`src/rtl/multicycle_controller_pkg.sv`:
```
// multicycle_controller_pkg
// Shared constants for the multicycle RV32I controller: FSM state
// encodings (4-bit), opcode values, ALU control codes, ALU-op classes
// and the encodings of the result/source/immediate select fields.
// Optional build macro used by importers: MCTRL_JALR_EN (adds JALR1).
`timescale 1ns/1ps
package multicycle_controller_pkg;

    typedef enum logic [3:0] {
        S_FETCH    = 4'd0,
        S_DECODE   = 4'd1,
        S_MEMADR   = 4'd2,
        S_MEMREAD  = 4'd3,
        S_MEMWB    = 4'd4,
        S_MEMWRITE = 4'd5,
        S_EXECR    = 4'd6,
        S_EXECI    = 4'd7,
        S_ALUWB    = 4'd8,
        S_BRANCH   = 4'd9,
        S_JAL      = 4'd10,
        S_TRAP     = 4'd11,
        S_JALR1    = 4'd12
    } state_t;

    // Opcodes (IR[6:0])
    localparam logic [6:0] OP_LOAD   = 7'b0000011;
    localparam logic [6:0] OP_STORE  = 7'b0100011;
    localparam logic [6:0] OP_RTYPE  = 7'b0110011;
    localparam logic [6:0] OP_ITYPE  = 7'b0010011;
    localparam logic [6:0] OP_BRANCH = 7'b1100011;
    localparam logic [6:0] OP_JAL    = 7'b1101111;
    localparam logic [6:0] OP_JALR   = 7'b1100111;

    // funct3 values with special meaning to the sequencer
    localparam logic [2:0] F3_WORD = 3'b010;   // lw / sw
    localparam logic [2:0] F3_BEQ  = 3'b000;
    localparam logic [2:0] F3_BNE  = 3'b001;
    localparam logic [2:0] F3_JALR = 3'b000;

    // ALU control codes
    localparam logic [2:0] ALU_ADD = 3'b000;
    localparam logic [2:0] ALU_SUB = 3'b001;
    localparam logic [2:0] ALU_AND = 3'b010;
    localparam logic [2:0] ALU_OR  = 3'b011;
    localparam logic [2:0] ALU_SLT = 3'b101;

    // ALU operation class handed to the ALU decoder
    localparam logic [1:0] ALUOP_ADD   = 2'b00;
    localparam logic [1:0] ALUOP_SUB   = 2'b01;
    localparam logic [1:0] ALUOP_FUNCT = 2'b10;

    // result_src
    localparam logic [1:0] RES_ALUOUT    = 2'b00;
    localparam logic [1:0] RES_DATA      = 2'b01;
    localparam logic [1:0] RES_ALURESULT = 2'b10;

    // alu_src_a
    localparam logic [1:0] SRCA_PC    = 2'b00;
    localparam logic [1:0] SRCA_OLDPC = 2'b01;
    localparam logic [1:0] SRCA_RS1   = 2'b10;

    // alu_src_b
    localparam logic [1:0] SRCB_RS2  = 2'b00;
    localparam logic [1:0] SRCB_IMM  = 2'b01;
    localparam logic [1:0] SRCB_FOUR = 2'b10;

    // imm_src
    localparam logic [2:0] IMM_I = 3'b000;
    localparam logic [2:0] IMM_S = 3'b001;
    localparam logic [2:0] IMM_B = 3'b010;
    localparam logic [2:0] IMM_J = 3'b011;

endpackage

```
`src/rtl/multicycle_controller_alu_decode.sv`:
```
// mc_alu_decode
// Combinational ALU control decoder.
// Ports:
//   alu_op      in  2  00 add, 01 sub, 10 decode from funct fields
//   funct3      in  3  IR[14:12]
//   funct7_5    in  1  IR[30]
//   op5         in  1  IR[5] (distinguishes R-type from I-type)
//   alu_control out 3  ALU operation code
//   funct_bad   out 1  funct3 is not one of the implemented ALU ops
// funct_bad depends on funct3 only, so the sequencer can test it in
// DECODE while the ALU itself is still doing a plain add.
`timescale 1ns/1ps
module mc_alu_decode
    import multicycle_controller_pkg::*;
(
    input  logic [1:0] alu_op,
    input  logic [2:0] funct3,
    input  logic       funct7_5,
    input  logic       op5,
    output logic [2:0] alu_control,
    output logic       funct_bad
);

    logic [2:0] funct_control;

    always_comb begin
        funct_control = ALU_ADD;
        funct_bad     = 1'b0;
        case (funct3)
            // IR[30] selects sub only for R-type; for addi it is an imm bit
            3'b000:  funct_control = (funct7_5 & op5) ? ALU_SUB : ALU_ADD;
            3'b010:  funct_control = ALU_SLT;
            3'b110:  funct_control = ALU_OR;
            3'b111:  funct_control = ALU_AND;
            default: funct_bad     = 1'b1;
        endcase
    end

    always_comb begin
        alu_control = ALU_ADD;
        case (alu_op)
            ALUOP_SUB:   alu_control = ALU_SUB;
            ALUOP_FUNCT: alu_control = funct_control;
            default:     alu_control = ALU_ADD;
        endcase
    end

endmodule

```
`src/rtl/multicycle_controller.sv`:
```
// multicycle_controller
// Moore-style sequencer for a shared-memory multicycle RV32I datapath.
// One micro-step per clock; memory steps stall on mem_ready; unsupported
// encodings park the FSM in TRAP until reset.
// Optional feature macro: MCTRL_JALR_EN (jalr via JALR1 -> JAL -> ALUWB;
// without it opcode 1100111 traps).
// Ports:
//   clk, rst (sync, active high)
//   op[6:0], funct3[2:0], funct7_5, zero, mem_ready        inputs
//   pc_write, adr_src, mem_read, mem_write, ir_write,
//   reg_write, result_src[1:0], alu_src_a[1:0],
//   alu_src_b[1:0], imm_src[2:0], alu_control[2:0], illegal outputs
`timescale 1ns/1ps
module multicycle_controller
    import multicycle_controller_pkg::*;
(
    input  logic       clk,
    input  logic       rst,
    input  logic [6:0] op,
    input  logic [2:0] funct3,
    input  logic       funct7_5,
    input  logic       zero,
    input  logic       mem_ready,
    output logic       pc_write,
    output logic       adr_src,
    output logic       mem_read,
    output logic       mem_write,
    output logic       ir_write,
    output logic       reg_write,
    output logic [1:0] result_src,
    output logic [1:0] alu_src_a,
    output logic [1:0] alu_src_b,
    output logic [2:0] imm_src,
    output logic [2:0] alu_control,
    output logic       illegal
);

    state_t     state_reg;
    state_t     state_next;
    logic [1:0] alu_op;
    logic       funct_bad;

    mc_alu_decode u_alu_decode (
        .alu_op      (alu_op),
        .funct3      (funct3),
        .funct7_5    (funct7_5),
        .op5         (op[5]),
        .alu_control (alu_control),
        .funct_bad   (funct_bad)
    );

    // State register
    always_ff @(posedge clk) begin
        if (rst) begin
            state_reg <= S_FETCH;
        end else begin
            state_reg <= state_next;
        end
    end

    // Next-state logic
    always_comb begin
        state_next = state_reg;
        case (state_reg)
            S_FETCH:    if (mem_ready) state_next = S_DECODE;
            S_DECODE: begin
                case (op)
                    // only word-sized memory accesses are implemented
                    OP_LOAD, OP_STORE:
                        state_next = (funct3 == F3_WORD) ? S_MEMADR : S_TRAP;
                    OP_RTYPE:  state_next = funct_bad ? S_TRAP : S_EXECR;
                    OP_ITYPE:  state_next = funct_bad ? S_TRAP : S_EXECI;
                    OP_BRANCH:
                        state_next = (funct3 == F3_BEQ || funct3 == F3_BNE)
                                     ? S_BRANCH : S_TRAP;
                    OP_JAL:    state_next = S_JAL;
`ifdef MCTRL_JALR_EN
                    OP_JALR:
                        state_next = (funct3 == F3_JALR) ? S_JALR1 : S_TRAP;
`endif
                    default:   state_next = S_TRAP;
                endcase
            end
            S_MEMADR:   state_next = op[5] ? S_MEMWRITE : S_MEMREAD;
            S_MEMREAD:  if (mem_ready) state_next = S_MEMWB;
            S_MEMWB:    state_next = S_FETCH;
            S_MEMWRITE: if (mem_ready) state_next = S_FETCH;
            S_EXECR:    state_next = S_ALUWB;
            S_EXECI:    state_next = S_ALUWB;
            S_ALUWB:    state_next = S_FETCH;
            S_BRANCH:   state_next = S_FETCH;
            // JAL's ALUOut holds OldPC+4 for the link write in ALUWB
            S_JAL:      state_next = S_ALUWB;
            S_TRAP:     state_next = S_TRAP;
`ifdef MCTRL_JALR_EN
            S_JALR1:    state_next = S_JAL;
`endif
            default:    state_next = S_FETCH;
        endcase
    end

    // Output decode; reset masks everything so an abandoned access
    // cannot leave a strobe asserted.
    always_comb begin
        pc_write   = 1'b0;
        adr_src    = 1'b0;
        mem_read   = 1'b0;
        mem_write  = 1'b0;
        ir_write   = 1'b0;
        reg_write  = 1'b0;
        result_src = RES_ALUOUT;
        alu_src_a  = SRCA_PC;
        alu_src_b  = SRCB_RS2;
        imm_src    = IMM_I;
        alu_op     = ALUOP_ADD;
        illegal    = 1'b0;
        if (!rst) begin
            case (state_reg)
                S_FETCH: begin
                    mem_read   = 1'b1;
                    alu_src_a  = SRCA_PC;
                    alu_src_b  = SRCB_FOUR;
                    result_src = RES_ALURESULT;
                    ir_write   = mem_ready;
                    pc_write   = mem_ready;
                end
                S_DECODE: begin
                    alu_src_a = SRCA_OLDPC;
                    alu_src_b = SRCB_IMM;
                    imm_src   = IMM_B;
                end
                S_MEMADR: begin
                    alu_src_a = SRCA_RS1;
                    alu_src_b = SRCB_IMM;
                    imm_src   = op[5] ? IMM_S : IMM_I;
                end
                S_MEMREAD: begin
                    mem_read = 1'b1;
                    adr_src  = 1'b1;
                end
                S_MEMWB: begin
                    result_src = RES_DATA;
                    reg_write  = 1'b1;
                end
                S_MEMWRITE: begin
                    mem_write = 1'b1;
                    adr_src   = 1'b1;
                end
                S_EXECR: begin
                    alu_src_a = SRCA_RS1;
                    alu_src_b = SRCB_RS2;
                    alu_op    = ALUOP_FUNCT;
                end
                S_EXECI: begin
                    alu_src_a = SRCA_RS1;
                    alu_src_b = SRCB_IMM;
                    imm_src   = IMM_I;
                    alu_op    = ALUOP_FUNCT;
                end
                S_ALUWB: begin
                    reg_write = 1'b1;
                end
                S_BRANCH: begin
                    alu_src_a = SRCA_RS1;
                    alu_src_b = SRCB_RS2;
                    alu_op    = ALUOP_SUB;
                    pc_write  = ((funct3 == F3_BEQ) &  zero) |
                                ((funct3 == F3_BNE) & ~zero);
                end
                S_JAL: begin
                    alu_src_a = SRCA_OLDPC;
                    alu_src_b = SRCB_FOUR;
                    pc_write  = 1'b1;
                end
                S_TRAP: begin
                    illegal = 1'b1;
                end
`ifdef MCTRL_JALR_EN
                S_JALR1: begin
                    alu_src_a = SRCA_RS1;
                    alu_src_b = SRCB_IMM;
                    imm_src   = IMM_I;
                end
`endif
                default: begin
                    illegal = 1'b0;
                end
            endcase
        end
    end

endmodule

```
`config.mk`:
```
export PLATFORM = sky130hd
export DESIGN_NAME = multicycle_controller
export DESIGN_NICKNAME = d
export VERILOG_FILES = /design/src/rtl/multicycle_controller_pkg.sv /design/src/rtl/multicycle_controller_alu_decode.sv /design/src/rtl/multicycle_controller.sv
export SDC_FILE = /design/constraint.sdc
export NUM_CORES = 1
export LEC_CHECK = 0
export ABC_CLOCK_PERIOD_IN_PS = 2300
export CAP_MARGIN = 40
export CORE_MARGIN = 8
export CORE_UTILIZATION = 42
export CTS_BUF_LIST = sky130_fd_sc_hd__clkbuf_8
export CTS_CLUSTER_DIAMETER = 150
export DETAILED_ROUTE_END_ITERATION = 10
export PLACE_DENSITY = 0.8
export REMOVE_ABC_BUFFERS = 1
export SLEW_MARGIN = 20
export SYNTH_ARGS = -nofsm -noshare
export SYNTH_HDL_FRONTEND = slang
export SYNTH_HIERARCHICAL = 1
export SYNTH_SLANG_ARGS = --single-unit
```
`constraint.sdc`:
```
create_clock -name clk -period 2.3 [get_ports clk]
set_input_delay 0.345 -clock clk [delete_from_list [all_inputs] [get_ports clk]]
set_output_delay 0.345 -clock clk [all_outputs]
set_load 0.01 [all_outputs]
```
==> flow_metrics.tcl, run 1 <==
set metrics [dict create \
    fin_cells 170 \
    viasPerCell 5.96 \
    p_int_uw 545 \
    layout_commonest_cell "clkdlybuf4s50_1" \
    diodes 0 \
    routed_wirelength_um 2640 \
    ant_nets 0 \
    max_cap_violations 0 \
    hold_viol 0 \
    start_util_pct 43.1 \
    slew_violations 0 \
    final_util_pct 72.1 \
    period_needed_ns 2.25 \
    fin_area_sq_um 1200 \
    async_flop_share_pct 0 \
    grt_usage_pct 15.9 \
    final_nets 172 \
    p_sw_uw 414 \
    critPathCaptureType "output port" \
    clock_skew_ns 0.00162 \
    place_congestion 0.859 \
    largest_reg_flops 4 \
    leakage_nw 0.489 \
    synthesis.area_sq_um 719 \
    start_kind "register" \
    grt_pass1_vias 979 \
    fin_ws_ns 0.0490 \
    synth_area_leaders "dfxtp_1 11%, nor2_1 7.8%, a21oi_1 7.0%" \
    netlist_instances 111 \
    die_h_um 57.4 \
    clockBufferDepth 2 \
    io_pins 34 \
    gr-total-overflow 0 \
    status "complete, no violations" \
    crit_path_cell_trace "nand2b_2 > nor2_2 > inv_1 > ha_1 > and4b_1 > dlygate4sd2_1" \
    synth-warning-count 6 \
    layout_common_cells "25 x clkdlybuf4s50_1, 16 x buf_4, 14 x nor2_1, 10 x a21oi_1, 9 x nor3_1" \
    peakVddDrop_mv 0.467 \
    clk_pin_slew_worst_paths_ns 0.03 \
    cp_slowest_stage_delay_ns 0.35 \
    antenna_found_initial 0 \
    chipWidth_um 57.4 \
    dp_slack_ns -0.393 \
    report.final.setup_viol 0 \
    dieArea_sq_um 3290 \
    synth.avg_cell_area_sq_um 6.48 \
    cp_slowest_cell "dfxtp_1" \
    fmax_mhz 444 \
    ys_ff_latch 4 \
    place_hpwl_um 1950 \
    numCtsBuffers 3 \
    insertion_delay_ns 0.22 \
    synth_edf_count 0 \
    power.share.clock_pct 16.3 \
    grt_max_degree 16 \
    placedCellCount 167 \
    drc 0 \
    fill_cells 145 \
    switching_share_pct 43.1 \
    synth_top_area_share_pct 11.1 \
    fin_crit_sh_pct 97.9 \
    cts_tree "done" \
    rows 15 \
    fp.coreArea_sq_um 1670 \
    dr.pass1.iters 5 \
    path_max_fanout 6 \
    power.density_nw_per_um2 797 \
    rsz0062_at_grt "true" \
    drtIter0Drc 25 \
    ys_seq_area_share_pct 11.1 \
    place_area_sq_um 1160 \
    cts-root-buf "clkbuf_8" \
    clock_sinks 4 \
    hold_class "in -> reg" \
    path_class "reg -> out" \
    wl_per_cell_um 15.5 \
    synth_top_cell_by_area "dfxtp_1" \
    io_buffers 32 \
    htree_num_levels 1 \
    combPwrFrac_pct 71.3 \
    layout-drive-gt1-share_pct 19.6 \
    cp_data_required_time_ns 1.96 \
    synthDistinctLibCells 42 \
    grt_pass1_wl_um 4280 \
    num_vias 1013 \
    seqPwrFrac_pct 12.4 \
    crit_arrival_ns 1.91 \
    syn_to_final_growth_pct 67.3 \
    ys.flop_type "dfxtp_1" \
]
[stage by stage]
step | total power [mW] | setup TNS (ns) | hold WS (ns)
4_1_cts | 0.957 | 0 | 0.716
3_5_place_dp | 0.783 | -1.47 | 0.725
3_3_place_gp | 0.768 | -1.18 | 0.742
5_1_grt | 1.03 | -0.000462 | 0.785
6_report | 0.959 | 0 | 0.731
2_1_floorplan | 0.453 | 0 | 0.414
[cells by family after synthesis]
family	after synthesis	synth area share [%]
compound gates	24	22.8
xor+xnor	3	3.65
fa+ha+maj	2	3.48
buf+inv	15	8.87
flops	4	11.1
other cells	1	0.521
simple gates	62	49.6
[cell usage after synthesis, types with 2 or more instances]
cell type	instances
nor2_1	15
a21oi_1	10
nor3_1	9
nand2b_1	7
clkbuf_1	6
inv_1	5
dfxtp_1	4
nand2_1	4
nand3b_1	4
nor2b_1	4
and3_1	3
buf_2	3
o21ai_0	3
ha_1	2
nand3_1	2
nor4_1	2
or3_1	2
xnor2_1	2
[worst max-delay path, delay by kind of cell, from the launching register on]
family	cells	cell delay, ns
flip-flops	1	0.35
adder cells (fa/ha/maj)	1	0.31
AND/OR/NAND/NOR	3	0.69
buffers and inverters	2	0.34
[routing by layer]
layer / global-route usage [%] / wire (um) / vias to the layer above
met3: 2.69 / 135 / 14
met1: 16.9 / 1100 / 473
met5: 0 / 0 / -
met4: 11.1 / 112 / 0
met2: 27.7 / 1290 / 41
li1: - / - / 485
[worst paths after layout]
kind,depth (start not counted),end,slack (ns),startpoint
setup / recovery,6,alu_control[2],0.05,state_reg[1]
hold / removal,3,state_reg[1],0.73,rst
setup reg to reg,5,state_reg[2],0.81,state_reg[3]
hold reg to reg,4,state_reg[1],0.75,state_reg[0]
[power by group through the flow]
stage	registers (mW)	clock network, mW	logic [mW]
floorplan	0.155	0	0.298
global placement	0.115	0	0.653
detailed placement	0.116	0	0.667
CTS	0.117	0.158	0.682
global route	0.121	0.160	0.746
finish	0.119	0.156	0.684
[repair_timing]
item	4_1_cts	5_1_grt
hold buffers	0	0
setup buffers	0	0
pin swaps	0	0
gates resized for setup	15	1
cloned	0	0
endpoints found under the setup margin	12	1
[cell type report]
class,count,area (sq um),share of cell area [%]
multi-input cells,92,594,49.4
inverters,5,18.8,1.56
well taps,17,21.3,1.77
repair buffers,49,448,37.2
flip-flops and latches,4,80.1,6.65
clock buffers,3,41.3,3.43
Power figures use the tool's default switching activity.
==> inputs of run 2 (changes only) <==
Settings changed: SETUP_SLACK_MARGIN from default to 0.5.
==> run 2 against run 1 <==
Compared with the run above:
- critical endpoint is now alu_control[0]
- final area increased by 26%
- core utilization increased by 19 points
- critical path type unchanged
- die area unchanged
- cell count increased by 12%
- wire length increased by 59%
==> flow_metrics.tcl, run 2 (synthesis results as in run 1) <==
set metrics [dict create \
    leakage_nw 0.660 \
    max_cap_violations 0 \
    io_pins 34 \
    status "complete, no violations" \
    fmax_mhz 494 \
    wl_per_cell_um 22.1 \
    reg2reg_to "state_reg[3]" \
    fin_cells 190 \
    fin_crit_sh_pct 88.1 \
    critPathCaptureType "output port" \
    fin_ws_ns 0.275 \
    seq_area_sq_um 90.1 \
    r2r_slack_ns 0.55 \
    dr.pass1.iters 5 \
    finalPower_mw 1.30 \
    peakVddDrop_mv 0.577 \
    layout-drive-gt1-share_pct 54.9 \
    cts-root-buf "clkbuf_8" \
    clock_sinks 4 \
    numCtsBuffers 3 \
    period_needed_ns 2.03 \
    rsz0062_at_grt "true" \
    antenna_found_initial 0 \
    grt_usage_pct 18.8 \
    clk_pin_slew_worst_paths_ns 0.03 \
    insertion_delay_ns 0.22 \
    start_kind "register" \
    placedCellCount 167 \
    dp_slack_ns -0.393 \
    start_util_pct 43.1 \
    num_vias 1230 \
    crit_start "state_reg[2]" \
    final_util_pct 91.1 \
    slew_violations 0 \
    htree_num_levels 1 \
    ant_nets 0 \
    hold_class "in -> reg" \
    multi_input_area_sq_um 766 \
    cts_tree "done" \
    rows 15 \
    die_h_um 57.4 \
    layout_commonest_cell "buf_4" \
    drtIter0Drc 84 \
    crit_arrival_ns 1.68 \
    diodes 0 \
    largest_reg_flops 4 \
    power.density_nw_per_um2 856 \
    final.setup.tns_ns 0 \
    io_buffers 32 \
    place_hpwl_um 1950 \
    clockBufferDepth 2 \
    cp_data_required_time_ns 1.96 \
    dieArea_sq_um 3290 \
    report.final.setup_viol 0 \
    grt_pass1_vias 1113 \
    chipWidth_um 57.4 \
    grt_max_degree 16 \
    worstReg2RegStart "state_reg[2]" \
    fill_cells 62 \
    path_class "reg -> out" \
    endpoint "alu_control[0]" \
    ctsHoldBuffers 0 \
    place_congestion 0.859 \
    fp.coreArea_sq_um 1670 \
    routed_wirelength_um 4190 \
    grt_pass1_wl_um 5000 \
    final_nets 192 \
    drc 0 \
    viasPerCell 6.47 \
    clock_skew_ns 0.00371 \
    syn_to_final_growth_pct 111 \
    layout_common_cells "24 x buf_4, 14 x buf_6, 12 x buf_2, 10 x nor2_1, 9 x clkdlybuf4s50_1" \
    path_max_fanout 3 \
    ff2ff_path_depth 7 \
    gr-total-overflow 0 \
    hold_viol 0 \
]
==> run 2: changes by cell type in the layout (fill, tap and decap cells not counted), sizes merged <==
cell,delta
buf,+34
clkbuf,+3
clkdlybuf4s15,+1
clkdlybuf4s50,-16
dlygate4sd2,-2
==> run 2: layout make-up <==
type	instances	area share [%]
Multi-Input combinational cell	92	50.3
Timing Repair Buffer	69	38.4
Tap cell	17	1.40
Inverter	5	1.23
Sequential cell	4	5.92
Clock buffer	3	2.71
==> run 2: worst max-delay path: stages, from the launching register on <==
cell	delay, ns
dfxtp_4	0.35
nor2_2	0.13
nand2_1	0.12
nor2_4	0.11
buf_4	0.13
ha_4	0.14
inv_1	0.06
a221oi_2	0.25
buf_2	0.16
==> run 2: worst min path at each step <==
stage	startpoint	endpoint	depth (start not counted)	slack (ns)
after floorplan	rst	state_reg[1]	1	0.41
after global placement	state_reg[0]	state_reg[0]	3	0.74
after detailed placement	state_reg[3]	state_reg[0]	4	0.73
after CTS	rst	state_reg[1]	3	0.55
after global routing	rst	state_reg[1]	3	0.65
final	rst	state_reg[1]	3	0.60
==> run 2: what timing repair did <==
action,CTS,global route
cloned,0,0
buffers inserted,9,11
setup endpoints to repair,20,15
resized for setup,89,52
pin swaps,10,13
==> run 2: power by group <==
group / total (mW) / switching, mW / internal [mW]
Clock: 0.153 / 0.0409 / 0.112
Sequential: 0.136 / 0.0378 / 0.0980
Combinational: 1.01 / 0.521 / 0.492
==> run 2: stage by stage <==
step | hold slack, ns | cell area [sq um]
after floorplan | 0.414 | 674
after global placement | 0.742 | 1160
after detailed placement | 0.725 | 1160
after CTS | 0.546 | 1310
after global routing | 0.645 | 1520
final | 0.605 | 1520
==> run 2: metal layers <==
layer / vias to the layer above / global-route usage, % / routed length (um)
met5: - / 0 / 0
met4: 0 / 15.4 / 232
met3: 26 / 2.24 / 450
met2: 115 / 32.6 / 2000
met1: 567 / 19.8 / 1510
li1: 522 / - / -
==> inputs of run 3 (changes only) <==
Settings changed: GPL_ROUTABILITY_DRIVEN from default to 0.
==> run 3 against run 2 <==
Compared with the run above:
- combinational power down 6%
- core utilization down 6.8 points
- power down 4.9%
- final area down 7.5%
- sequential power down 4%
- global-route usage down 0.58 points
- worst setup slack better by 0.068 ns
==> flow_metrics.tcl, run 3 (synthesis results as in run 1) <==
set metrics [dict create \
    final_nets 186 \
    path_max_fanout 3 \
    period_needed_ns 1.96 \
    fp.coreArea_sq_um 1670 \
    cp_slowest_cell "dfxtp_4" \
    grt_pass1_wl_um 4780 \
    crit_arrival_ns 1.61 \
    power.density_nw_per_um2 880 \
    die_h_um 57.4 \
    layout-drive-gt1-share_pct 51.5 \
    layout_common_cells "26 x buf_4, 16 x buf_2, 9 x a21oi_1, 9 x clkdlybuf4s50_1, 8 x nor2_1" \
    hold_class "in -> reg" \
    critPathCaptureType "output port" \
    rows 15 \
    cp_top_family "flip-flops" \
    clk_pin_slew_worst_paths_ns 0.04 \
    cp_data_required_time_ns 1.96 \
    p_sw_uw 566 \
    slew_violations 0 \
    fill_cells 102 \
    fin_cells 184 \
    report.final.setup_viol 0 \
    dieArea_sq_um 3290 \
    path_class "reg -> out" \
    rsz0062_at_grt "true" \
    clock_sinks 4 \
    wl_per_cell_um 20.7 \
    combPwrFrac_pct 76.3 \
    numCtsBuffers 3 \
    place_area_sq_um 1160 \
    clockBufferDepth 2 \
    chipWidth_um 57.4 \
    start_util_pct 43.1 \
    crit_path_cell_trace "nor2_4 > nand2_2 > nor2_4 > buf_4 > ha_4 > inv_1 > a221oi_2 > buf_2" \
    syn_to_final_growth_pct 95.7 \
    fin_hold_ws_ns 0.656 \
    drtIter0Drc 58 \
    status "complete, no violations" \
    io_pins 34 \
    viasPerCell 6.26 \
    grt_usage_pct 18.2 \
    multi_input_area_sq_um 743 \
    htree_num_levels 1 \
    fin_crit_sh_pct 85.1 \
    cp_num_buf_inv 3 \
    grt_max_degree 16 \
    max_cap_violations 0 \
    largest_reg_flops 4 \
    insertion_delay_ns 0.23 \
    hold_viol 0 \
    dr.pass1.iters 5 \
    place_hpwl_um 2030 \
    io_buffers 32 \
    switching_share_pct 45.7 \
    gr-total-overflow 0 \
    power.share.clock_pct 13.1 \
    routed_wirelength_um 3810 \
    grt_pass1_vias 1086 \
    fin_area_sq_um 1410 \
    antenna_found_initial 0 \
    start_kind "register" \
    cts-root-buf "clkbuf_8" \
    p_int_uw 672 \
    cp_slowest_stage_delay_ns 0.36 \
    layout_commonest_cell "buf_4" \
    leakage_nw 0.621 \
    clock_skew_ns 0.00436 \
    cts_tree "done" \
    placedCellCount 168 \
    seq_area_sq_um 90.1 \
    num_vias 1152 \
    seqPwrFrac_pct 10.5 \
    fmax_mhz 511 \
    ant_nets 0 \
    drc 0 \
    peakVddDrop_mv 0.587 \
    diodes 0 \
    crit_top_cell "nor2_4" \
]
==> run 3: layout make-up <==
type | instances | share of cell area (%)
timing repair buffer | 63 | 35.0
multi-input combinational | 92 | 52.8
clock buffer | 3 | 2.93
tap | 17 | 1.51
sequential | 4 | 6.40
inverter | 5 | 1.33
==> run 3: stage by stage <==
step,setup slack (ns),utilization (%),total power [mW],setup TNS [ns]
6_report,0.343,84.3,1.24,0
5_1_grt,0.290,84.3,1.30,0
4_1_cts,0.269,75.7,0.998,0
3_5_place_dp,-0.395,69.7,0.785,-1.51
3_3_place_gp,-0.338,69.7,0.768,-1.29
2_1_floorplan,0.395,-,0.453,0
==> run 3: worst register-to-register path: cells and delay by family (launching register included) <==
kind | cells | cell delay, ns
AOI/OAI and AO/OA | 2 | 0.29
buffers and inverters | 2 | 0.31
DFF | 1 | 0.36
and+or+nand+nor | 2 | 0.61
==> run 3: timing repair <==
| item | in CTS | in global routing |
|---|---|---|
| pin swaps | 13 | 9 |
| setup buffers | 3 | 10 |
| resized for setup | 86 | 39 |
| hold buffers | 0 | 0 |
| endpoints found under the setup margin | 20 | 15 |
==> run 3: power groups by stage <==
stage                     Clock [mW]  Combinational, mW  Sequential, mW
after floorplan                    0              0.298           0.155
after global placement             0              0.653           0.115
after detailed placement           0              0.670           0.115
after CTS                      0.156              0.710           0.132
after global routing           0.167              0.998           0.132
final                          0.163              0.946           0.130
==> run 3: layer usage <==
metal  vias up  part of all wire, %  GRT usage, %
met1       536                   37          18.7
met2        77                   50          32.3
met4         0                  5.7          12.9
li1        512                    -             -
met5         -                    0             0
met3        27                  6.6          3.36
==> run 3: final timing paths <==
kind	cells past startpoint	slack, ns	startpoint	to
min	3	0.66	rst	state_reg[1]
max	8	0.34	state_reg[2]	alu_control[0]
max reg2reg	6	0.59	state_reg[2]	state_reg[2]
min reg2reg	3	0.78	state_reg[0]	state_reg[0]
